<file path="src/rtl/fifo_reader_serializer.sv">
// Pulls WIDTH-bit entries from a FIFO dequeue port and re-emits each one as
// NBEATS BEAT-bit beats, LSB first, with back-to-back reload on the last beat.
module fifo_reader_serializer #(
  parameter int WIDTH = 38,
  parameter int BEAT  = 8
) (
  input  logic             CLK,
  input  logic             nRST,
  input  logic [WIDTH-1:0] in_first,
  input  logic             in_first__RDY,
  input  logic             in_deq__RDY,
  output logic             in_deq__ENA,
  output logic [BEAT-1:0]  out_enq_v,
  output logic             out_enq_last,
  input  logic             out_enq__RDY,
  output logic             out_enq__ENA
);

  localparam int NBEATS = (WIDTH + BEAT - 1) / BEAT;
  localparam int CNT_W  = (NBEATS > 1) ? $clog2(NBEATS) : 1;
  localparam logic [CNT_W-1:0] LAST_CNT = CNT_W'(NBEATS - 1);

  typedef enum logic {IDLE, SHIFT} state_t;

  state_t           state, state_nxt;
  logic [WIDTH-1:0] sh;
  logic [CNT_W-1:0] cnt;
  logic             up_rdy;
  logic             at_last;
  logic             load;
  logic             advance;
  logic             deq_en;
  logic             enq_en;

  assign up_rdy  = in_first__RDY & in_deq__RDY;
  assign at_last = (cnt == LAST_CNT);

  always_comb begin
    state_nxt = state;
    deq_en    = 1'b0;
    enq_en    = 1'b0;
    load      = 1'b0;
    advance   = 1'b0;
    unique case (state)
      IDLE: begin
        if (up_rdy) begin
          deq_en    = 1'b1;
          load      = 1'b1;
          state_nxt = SHIFT;
        end
      end
      SHIFT: begin
        enq_en = out_enq__RDY;
        if (out_enq__RDY) begin
          if (!at_last) begin
            advance = 1'b1;
          end else if (up_rdy) begin
            // Reload on the final beat so consecutive entries have no bubble.
            deq_en = 1'b1;
            load   = 1'b1;
          end else begin
            state_nxt = IDLE;
          end
        end
      end
      default: state_nxt = IDLE;
    endcase
  end

  always_ff @(posedge CLK or negedge nRST) begin
    if (!nRST) begin
      state <= IDLE;
    end else begin
      state <= state_nxt;
    end
  end

  // Zero-fill on shift leaves the padding bits of the final beat at zero.
  always_ff @(posedge CLK or negedge nRST) begin
    if (!nRST) begin
      sh  <= '0;
      cnt <= '0;
    end else if (load) begin
      sh  <= in_first;
      cnt <= '0;
    end else if (advance) begin
      sh  <= sh >> BEAT;
      cnt <= cnt + CNT_W'(1);
    end
  end

  // Enables are gated by nRST so they drop the moment reset is asserted.
  assign in_deq__ENA  = deq_en & nRST;
  assign out_enq__ENA = enq_en & nRST;
  assign out_enq_v    = (state == SHIFT) ? sh[BEAT-1:0] : '0;
  assign out_enq_last = (state == SHIFT) & at_last;

endmodule

</file>
<file path="config.mk">
export PLATFORM = sky130hd
export DESIGN_NAME = fifo_reader_serializer
export DESIGN_NICKNAME = d
export VERILOG_FILES = /design/src/rtl/fifo_reader_serializer.sv
export SDC_FILE = /design/constraint.sdc
export NUM_CORES = 1
export LEC_CHECK = 0
export CORE_MARGIN = 4
export CORE_UTILIZATION = 27
export CTS_BUF_LIST = sky130_fd_sc_hd__clkbuf_8 sky130_fd_sc_hd__clkbuf_16
export CTS_CLUSTER_DIAMETER = 80
export CTS_CLUSTER_SIZE = 10
export DETAILED_ROUTE_END_ITERATION = 10
export GPL_TIMING_DRIVEN = 0
export PLACE_DENSITY = 0.48
export SLEW_MARGIN = 10
export SYNTH_ARGS = -nofsm -noshare
export SYNTH_HDL_FRONTEND = slang
export SYNTH_SLANG_ARGS = --single-unit
</file>
<file path="constraint.sdc">
create_clock -name CLK -period 2.05 [get_ports CLK]
set_clock_uncertainty 0.2 [all_clocks]
set_input_delay 0.3075 -clock CLK [delete_from_list [all_inputs] [get_ports CLK]]
set_output_delay 0.3075 -clock CLK [all_outputs]
set_load 0.05 [all_outputs]
</file>
== Word level (Yosys, flattened, before mapping) ==
Index checks and enable logic that the tools add are counted.
W data, S select, Z words.

* Equal/unequal tests: 1
* Divide/modulo/power cells: 0
* Shift-type cells: 0
* $add $sub $neg: 1
* Multiply operators: 0
* Reduce and logical (&&, ||, !) cells: 1
* Bitwise gates (word level): 5
* Muxes and demuxes: 16
* $lt $le $gt $ge: 0

{| class="wikitable"
|+ Operators with widths
! kind !! number
|-
| $mux W38 || 2
|-
| $mux W1 || 9
|-
| $mux W8 || 1
|-
| $mux W3 || 2
|-
| $and A1 B1 Y1 || 4
|-
| $pmux W1 S2 || 2
|-
| $add A3 B1 Y3 const B || 1
|-
| $eq A3 B3 Y1 const B || 1
|-
| $reduce_bool A2 Y1 || 1
|-
| $not A1 Y1 || 1
|}

* Word-level logic and storage cells: 27
* Bits in registers: 42
* Bits of input ports: 43
* RAM bits: 0
* Memory bits (read-only): 0
* Memories kept: 0
* Latch bits: 0
* Output and inout port bits: 11

== Logic depth before layout (Yosys ltp) ==
Gate-level depths: netlist (run 1).

* Depth in word-level cells: 6
* Depth in mapped cells: 7
* Depth with buffers taken out: 5

== Worst setup path before layout (run 1) ==
No wires, ideal clock.

* Path type: reg-to-output
* Start: register cnt[0]
* End: output in_deq__ENA
* Path slack: 0.065 ns
* Cell stages (with the launch flop): 6
* Data required time: 1.542 ns
* Arrival time: 1.477 ns
* Path buffers: 0
* Cells stage by stage: dfrtp_1 inv_1 ha_1 nand3_2 a21oi_1 and2_1

* Longest elaborated chain between the ends: 5

{| class="wikitable"
|+ Ends and longest elaborated chain
! item !! line !! RTL
|-
| start: declaration || 27 || <nowiki>logic [CNT_W-1:0] cnt;</nowiki>
|-
| start signal: assignment || 88 || <nowiki>cnt <= cnt + CNT_W'(1);</nowiki>
|-
| $eq A3 B3 Y1 || 36 || <nowiki>assign at_last = (cnt == LAST_CNT);</nowiki>
|-
| $mux W1 || 55 || <nowiki>if (!at_last) begin</nowiki>
|-
| $mux W1 || 54 || <nowiki>if (out_enq__RDY) begin</nowiki>
|-
| $pmux W1 S2 || 44 || <nowiki>unique case (state)</nowiki>
|-
| $and A1 B1 Y1 || 93 || <nowiki>assign in_deq__ENA = deq_en & nRST;</nowiki>
|-
| end: declaration || 12 || <nowiki>output logic in_deq__ENA,</nowiki>
|}

Every way passes these cells.

== Worst setup path after layout (run 1) ==
* Start: register cnt[1]
* End: output in_deq__ENA

Same word-level chain as after synthesis.

==> summary.json, run 1 <==
{
  "critical_path": {
    "critical_path_peak_fanout": 5,
    "crit_arrival_ns": 1.53,
    "worstSetupStartpoint": "cnt[1]",
    "timing.reg2reg.worst_path_depth": 7,
    "max_stage_delay_ns": 0.40,
    "cp.required_ns": 1.54,
    "cell_chain_critical_path": "inv_2, ha_4, nand3_4, a21oi_4, and2_4, buf_8",
    "rr_startpoint": "cnt[1]",
    "timing.critical_path.to": "in_deq__ENA",
    "reg2reg_setup_slack_ns": 0.10,
    "r2r-end": "sh[17]",
    "worstSetupEndpointType": "output port",
    "crit_path_top_delay_cell": "sky130_fd_sc_hd__dfrtp_1",
    "worst-setup-path-type": "reg -> out",
    "cp-start-kind": "flop"
  },
  "floorplanning": {
    "floorplan.die.height_um": 99.6,
    "core_sq_um": 8180,
    "rows": 33,
    "pin_count": 54,
    "die_width_um": 99.6,
    "initial_core_util_pct": 27.7,
    "dieArea_sq_um": 9910
  },
  "logic_synthesis": {
    "netlist_instances": 251,
    "netlist_area_sq_um": 2260,
    "yosys.area.top_type": "sky130_fd_sc_hd__dfrtp_1",
    "synth_cell_type_count": 20,
    "net_count_synth": 296,
    "synth_top_area_share_pct": 46.4,
    "synth-seq-cells": 42,
    "yosysWarnings": 0,
    "synthTopCellsByArea": "sky130_fd_sc_hd__dfrtp_1, sky130_fd_sc_hd__a211oi_1, sky130_fd_sc_hd__o21ai_0",
    "sequential_fraction_of_the_synthesis_area_pct": 46.4,
    "post_synth.cell_area_avg_sq_um": 9.02
  },
  "layout": {
    "share_of_layout_cells_above_drive_strength_1_pct": 13.4,
    "fill_cells": 869,
    "final_core_utilization_pct": 38.1,
    "area_delta_synth_final_pct": 37.5,
    "nets": 365,
    "antennaDiodeCount": 0
  },
  "drt": {
    "post-route-drc-count": 0,
    "met1Wirelength_mm": 3.50,
    "drt_first_pass_iters": 4,
    "initialDrtViolationCount": 79,
    "highest_layer": "met4",
    "postRouteAntennaNets": 0,
    "route.met2.wl_mm": 3.24,
    "met3_wirelength_um": 374,
    "drt_wl_total_mm": 7.18,
    "drt-wirelength-per-cell_um": 16.8,
    "vias": 2141,
    "detail_route.vias_per_cell": 5.03
  },
  "place": {
    "io_buffer_count": 53,
    "dp.final_hpwl_mm": 5.15,
    "weighted_congestion_at_the_end_of_routability_driven_global_placement": 0.770
  },
  "sta": {
    "rsz0062_at_grt": "true",
    "final.period_utilization_pct": 99.3,
    "maxClockFrequency_mhz": 491,
    "finalSetupViolations": 0,
    "timing_max_transition_violations_final": 0,
    "period_needed_ns": 2.04,
    "slew_headroom_pct": 32.6,
    "holdWs_ns": 0.332,
    "hold_viol_final": 0,
    "timing_worst_slew_pin_value_ns": 1.01,
    "setup_tns_ns": 0
  },
  "global_route": {
    "global_route.usage.total_pct": 14.8,
    "grt_max_degree": 22,
    "antenna_found_initial": 0,
    "first_global_vias": 2251,
    "grt.overflow.total": 0,
    "first_pass_grt_wire_length_mm": 11.6
  },
  "power_and_ir_drop": {
    "vdd_ir_drop_max_v": 0.000298,
    "pwr_density_cell_nw_per_um2": 1200,
    "cell_leakage_power_nw": 1.28
  },
  "clock_network": {
    "tritoncts": "yes",
    "clock_latency_ns": 0.30,
    "cts_clock_pin_slew_for_the_worst_setup_and_hold_paths_ns": 0.09,
    "cts-htree-levels": 2,
    "cts_num_sinks": 42,
    "root_cell_of_the_clock_tree": "sky130_fd_sc_hd__clkbuf_8",
    "cts_inserted_buffers": 5,
    "cts-root-to-sink-buffers": 2
  },
  "hold_path": {
    "worstHoldPathType": "in -> reg"
  },
  "status": {
    "result_of_the_run": "finished clean"
  },
  "run": {
    "drv.max_cap_violation_count": 0
  }
}
-- power by group --
part	leakage, nW	switching [mW]	internal (mW)	total, mW
Combinational	0.686	1.16	0.666	1.83
Clock	0.0472	0.305	0.271	0.576
Sequential	0.547	0.179	1.15	1.33
Total	1.28	1.65	2.09	3.73
-- cell usage after synthesis --
cell,number
sky130_fd_sc_hd__dfrtp_1,42
sky130_fd_sc_hd__o21ai_0,40
sky130_fd_sc_hd__nand3_1,32
sky130_fd_sc_hd__a211oi_1,30
sky130_fd_sc_hd__a31oi_1,30
sky130_fd_sc_hd__clkbuf_1,21
sky130_fd_sc_hd__and2_1,11
sky130_fd_sc_hd__inv_1,11
sky130_fd_sc_hd__mux2i_1,8
sky130_fd_sc_hd__buf_2,5
sky130_fd_sc_hd__nand2_1,5
sky130_fd_sc_hd__a21oi_1,4
sky130_fd_sc_hd__buf_6,3
sky130_fd_sc_hd__and3_1,2
sky130_fd_sc_hd__ha_1,2
sky130_fd_sc_hd__a21o_1,1
sky130_fd_sc_hd__buf_1,1
sky130_fd_sc_hd__nand3_2,1
sky130_fd_sc_hd__o31ai_1,1
sky130_fd_sc_hd__or3_1,1
-- layout by cell type, fill, tap and decap left out, types with 2 or more instances in the layout --
master	count
sky130_fd_sc_hd__dfrtp_1	42
sky130_fd_sc_hd__clkdlybuf4s50_1	41
sky130_fd_sc_hd__o21ai_0	40
sky130_fd_sc_hd__nand3_1	32
sky130_fd_sc_hd__a211oi_1	30
sky130_fd_sc_hd__a31oi_1	30
sky130_fd_sc_hd__clkbuf_1	18
sky130_fd_sc_hd__buf_2	13
sky130_fd_sc_hd__and2_1	10
sky130_fd_sc_hd__inv_1	9
sky130_fd_sc_hd__mux2i_1	8
sky130_fd_sc_hd__buf_4	7
sky130_fd_sc_hd__clkbuf_8	6
sky130_fd_sc_hd__nand2_1	5
sky130_fd_sc_hd__clkbuf_4	4
sky130_fd_sc_hd__buf_6	3
sky130_fd_sc_hd__a21oi_1	3
sky130_fd_sc_hd__inv_2	2
sky130_fd_sc_hd__and3_1	2
sky130_fd_sc_hd__buf_1	2
sky130_fd_sc_hd__dlygate4sd3_1	2
-- critical path, delay by kind of cell (launching register included) --
family	cells	cell delay [ns]
adders and majority gates	1	0.16
AOI/OAI and AO/OA	1	0.19
DFF	1	0.40
and+or+nand+nor	2	0.27
buffers and inverters	2	0.21
-- how the worst min path moves through the flow --
stage / cells past startpoint / from / to
2_1_floorplan: 0 / nRST / cnt[0]
3_3_place_gp: 2 / sh[32] / sh[32]
3_5_place_dp: 1 / nRST / sh[4]
4_1_cts: 3 / in_first[35] / sh[35]
5_1_grt: 3 / in_first[31] / sh[31]
6_report: 3 / in_first[35] / sh[35]
-- stage by stage --
| step | power [mW] | instance area [sq um] | std cells | worst slack [ns] |
|---|---|---|---|---|
| 3_5_place_dp | 3.13 | 2950 | 410 | -0.793 |
| 2_1_floorplan | 2.51 | 2260 | 251 | 0.0653 |
| 4_1_cts | 3.72 | 3070 | 421 | -0.0207 |
| 5_1_grt | 4.02 | 3110 | 426 | -0.0673 |
| 6_report | 3.73 | 3110 | 426 | 0.0147 |
| 3_3_place_gp | 3.10 | 2930 | 409 | -1.87 |
-- state kept, by name (all words and copies together) (netlist names) --
name	flops
cnt	3
sh	38
state	1
-- routing by layer --
metal,track usage (%),vias up
li1,-,1070
met1,21.2,1006
met2,22.6,58
met3,3.44,7
met4,3.78,0
met5,0,-
-- kinds of logic after synthesis --
kind of cell / Yosys count / synth area share (%)
AO/OA/AOI/OAI: 106 / 28.6
adder cells (fa/ha/maj): 2 / 1.11
buffers and inverters: 41 / 8.07
flip-flops: 42 / 46.4
multiplexers: 8 / 3.54
AND/OR/NAND/NOR: 52 / 12.2
-- cell type report --
cell class / instances / area, sq um / share of cell area, %
well taps: 105 / 131 / 4.22
clock buffers: 6 / 82.6 / 2.65
repair buffers: 62 / 581 / 18.7
clock inverters: 2 / 12.5 / 0.402
flip-flops and latches: 42 / 1050 / 33.8
plain buffers: 30 / 149 / 4.78
multi-input cells: 168 / 1060 / 34.2
inverters: 11 / 41.3 / 1.33
-- what timing repair did --
action                                  in CTS  in global routing
endpoints found under the setup margin      11                 11
buffers inserted                             1                  5
resized for setup                           70                  5
endpoints found under the hold margin       21                  0
pin swaps                                    2                  1
hold buffers                                 2                  0
Note: power is estimated with default switching activity, not from simulation.
==> inputs of run 2 (changes only) <==
Settings changed: DONT_BUFFER_PORTS set to 1, PLACE_DENSITY 0.48 to 0.39.
==> run 2 against run 1 <==
The run now ends with negative hold slack left. Clock power increased by 2%. First-iteration DRC count increased by 65%. Total power about the same. Count of clock-buffer cells in the layout unchanged. Register-to-register slack improved by 0.06 ns. Via count decreased by 0.61%. Flip-flop and latch count unchanged. Global-route usage increased by 0.96 points. Critical path type unchanged. Critical endpoint unchanged. Largest power group unchanged.
==> summary.json, run 2 (synthesis gave the netlist of run 1 again) <==
{
  "critical_path": {
    "r2r-end": "sh[27]",
    "cp-start-kind": "flop",
    "reg2reg_setup_slack": {"value": 0.16, "unit": "ns", "change": "+0.06 ns"},
    "cp.required": {"value": 1.54, "unit": "ns", "change": "about the same"},
    "worstSetupEndpointType": "output port",
    "timing.reg2reg.worst_path_depth": {"value": 6, "change": "-1"},
    "rr_startpoint": "cnt[1]",
    "critical_path_peak_fanout": {"value": 6, "change": "+1"},
    "crit_arrival": {"value": 1.53, "unit": "ns", "change": "about the same"},
    "worst-setup-path-type": "reg -> out"
  },
  "drt": {
    "drt_wl_total": {"value": 7.60, "unit": "mm", "change": "+5.9%"},
    "postRouteAntennaNets": {"value": 0, "change": "unchanged"},
    "initialDrtViolationCount": {"value": 130, "change": "+65%"},
    "drt_first_pass_iters": {"value": 7, "change": "+3"},
    "drt-wirelength-per-cell": {"value": 19.0, "unit": "um", "change": "+13%"},
    "detail_route.vias_per_cell": {"value": 5.33, "change": "+6.1%"},
    "vias": {"value": 2128, "change": "-0.61%"},
    "post-route-drc-count": {"value": 0, "change": "unchanged"}
  },
  "floorplanning": {
    "pin_count": {"value": 54, "change": "unchanged"},
    "rows": {"value": 33, "change": "unchanged"},
    "core": {"value": 8180, "unit": "sq um", "change": "unchanged"},
    "die_width": {"value": 99.6, "unit": "um", "change": "unchanged"},
    "initial_core_util": {"value": 27.7, "unit": "%", "change": "unchanged"},
    "floorplan.die.height": {"value": 99.6, "unit": "um", "change": "unchanged"},
    "dieArea": {"value": 9910, "unit": "sq um", "change": "unchanged"}
  },
  "sta": {
    "hold_viol_final": {"value": 3, "change": "+3"},
    "rsz0062_at_grt": "true",
    "slew_headroom": {"value": 66.4, "unit": "%", "change": "+34 points"},
    "maxClockFrequency": {"value": 491, "unit": "MHz", "change": "-0.15%"},
    "holdWs": {"value": -0.00283, "unit": "ns", "change": "-0.335 ns"},
    "period_needed": {"value": 2.04, "unit": "ns", "change": "+0.00299 ns"},
    "final.period_utilization": {"value": 99.4, "unit": "%", "change": "+0.15 points"},
    "finalSetupViolations": {"value": 0, "change": "unchanged"},
    "timing_worst_slew_pin_value": {"value": 0.505, "unit": "ns", "change": "-0.502 ns"},
    "setup_tns": {"value": 0, "unit": "ns", "change": "unchanged"},
    "timing_max_transition_violations_final": {"value": 0, "change": "unchanged"}
  },
  "hold_path": {
    "worst_hold_path_depth": {"value": 2, "change": "-1"},
    "hold_path.startpoint": "in_first[29]",
    "worstHoldPathType": "in -> reg",
    "whs_endpoint": "sh[29]"
  },
  "global_route": {
    "antenna_found_initial": {"value": 0, "change": "unchanged"},
    "first_global_vias": {"value": 2203, "change": "-2.1%"},
    "global_route.usage.total": {"value": 15.8, "unit": "%", "change": "+0.96 points"},
    "first_pass_grt_wire_length": {"value": 12.3, "unit": "mm", "change": "+5.9%"},
    "grt_max_degree": {"value": 43, "change": "+95%"},
    "grt.overflow.total": {"value": 0, "change": "unchanged"}
  },
  "layout": {
    "most_used_cells_in_the_layout_excluding_fill_and_tap_cells": "sky130_fd_sc_hd__dfrtp_1, sky130_fd_sc_hd__o21ai_0, sky130_fd_sc_hd__nand3_1, sky130_fd_sc_hd__a211oi_1, sky130_fd_sc_hd__a31oi_1",
    "area_delta_synth_final_pct": 28.5,
    "antennaDiodeCount": {"value": 0, "change": "unchanged"},
    "final_cell_count_no_fill": {"value": 399, "change": "-6.3%"},
    "nets": {"value": 338, "change": "-7.4%"},
    "share_of_layout_cells_above_drive_strength_1": {"value": 13.3, "unit": "%", "change": "-0.13 points"},
    "final_common_cell": "sky130_fd_sc_hd__dfrtp_1",
    "largest_register_ffs": {"value": 38, "change": "unchanged"},
    "fill_cells": {"value": 879, "change": "+1.2%"},
    "stdcell_area": {"value": 2910, "unit": "sq um", "change": "-6.6%"},
    "biggestRegsByFlops": "sh (38), cnt (3), state (1)",
    "top_register": "sh"
  },
  "clock_network": {
    "root_cell_of_the_clock_tree": "sky130_fd_sc_hd__clkbuf_8",
    "cts_inserted_buffers": {"value": 5, "change": "unchanged"},
    "cts_num_sinks": {"value": 42, "change": "unchanged"},
    "cts-htree-levels": {"value": 2, "change": "unchanged"},
    "cts_clock_pin_slew_for_the_worst_setup_and_hold_paths": {"value": 0.09, "unit": "ns", "change": "about the same"},
    "tritoncts": "yes",
    "clock_latency": {"value": 0.30, "unit": "ns", "change": "about the same"},
    "cts-root-to-sink-buffers": {"value": 2, "change": "unchanged"}
  },
  "place": {
    "weighted_congestion_at_the_end_of_routability_driven_global_placement": {"value": 0.768, "change": "-0.21%"},
    "dp.final_hpwl": {"value": 5.18, "unit": "mm", "change": "+0.59%"},
    "dpl_cell_area": {"value": 2390, "unit": "sq um", "change": "-19%"},
    "total_instance_count_after_detailed_placement": {"value": 356, "change": "-13%"},
    "io_buffer_count": {"value": 0, "change": "-100%"}
  },
  "status": {
    "result_of_the_run": "finished with violations",
    "violations_in_the_final_reports": "negative hold slack"
  },
  "power_and_ir_drop": {
    "cell_leakage_power": {"value": 1.18, "unit": "nW", "change": "-7.6%"},
    "pwr_density_cell": {"value": 1280, "unit": "nW/um^2", "change": "+7.0%"},
    "vdd_ir_drop_max": {"value": 0.000337, "unit": "V", "change": "+13%"}
  },
  "run": {
    "drv.max_cap_violation_count": {"value": 0, "change": "unchanged"}
  }
}
run 2: cell count changes in the layout (fill, tap and decap cells not counted), moves of 3 or more:
| cell | delta |
|---|---|
| sky130_fd_sc_hd__clkdlybuf4s50_1 | -41 |
| sky130_fd_sc_hd__dlygate4sd3_1 | +27 |
| sky130_fd_sc_hd__and2_1 | -8 |
| sky130_fd_sc_hd__buf_2 | -8 |
| sky130_fd_sc_hd__and2_4 | +6 |
| sky130_fd_sc_hd__clkbuf_4 | -3 |
run 2: how the worst max path moves through the flow:
stage / start / endpoint / slack, ns
floorplan: cnt[0] / in_deq__ENA / 0.07
global placement: cnt[0] / in_deq__ENA / -0.20
detailed placement: cnt[0] / in_deq__ENA / -0.19
CTS: cnt[0] / in_deq__ENA / -0.12
global route: cnt[1] / in_deq__ENA / -0.06
finish: cnt[1] / in_deq__ENA / 0.01
run 2: routing by layer:
| metal | routed length [um] | vias to the layer above | track usage, % |
|---|---|---|---|
| li1 | - | 1014 | - |
| met1 | 3470 | 1034 | 22.2 |
| met5 | 0 | - | 0 |
| met2 | 3540 | 74 | 24.4 |
| met3 | 528 | 6 | 3.79 |
| met4 | 57 | 0 | 3.89 |
run 2: where the power goes:
group | leakage [nW] | internal [mW] | switching [mW] | total [mW]
registers | 0.547 | 1.15 | 0.199 | 1.35
clock network | 0.0524 | 0.268 | 0.320 | 0.588
logic | 0.584 | 0.633 | 1.16 | 1.80
total | 1.18 | 2.05 | 1.68 | 3.73
run 2: per-stage QoR:
step	hold slack (ns)	util (%)	power, mW	worst slack (ns)
finish	-0.00283	35.6	3.73	0.0118
global route	0.00137	35.6	3.99	-0.0624
CTS	0.000237	34.8	3.62	-0.121
detailed placement	-0.186	29.3	2.91	-0.195
global placement	-0.187	29.3	2.90	-0.204
floorplan	-0.188	-	2.51	0.0653
run 2: critical path: stages (launching register included):
cell,delay [ns]
sky130_fd_sc_hd__dfrtp_1,0.41
sky130_fd_sc_hd__inv_2,0.08
sky130_fd_sc_hd__ha_4,0.16
sky130_fd_sc_hd__nand3_4,0.12
sky130_fd_sc_hd__a21oi_4,0.20
sky130_fd_sc_hd__and2_4,0.27
run 2: layout make-up:
class | count | area [sq um] | area share [%]
buffer | 30 | 146 | 5.03
clock buffer | 6 | 82.6 | 2.84
clock inverter | 2 | 8.76 | 0.301
inverter | 11 | 41.3 | 1.42
multi-input combinational | 168 | 1090 | 37.5
sequential | 42 | 1050 | 36.1
tap | 105 | 131 | 4.52
timing repair buffer | 35 | 355 | 12.2
run 2: timing repair:
action / in CTS / in global routing
pin swaps: 0 / 4
endpoints found under the setup margin: 11 / 48
setup buffers: 0 / 5
hold buffers: 30 / 0
gates resized for setup: 18 / 13
gates cloned: 0 / 0
endpoints found under the hold margin: 70 / 0
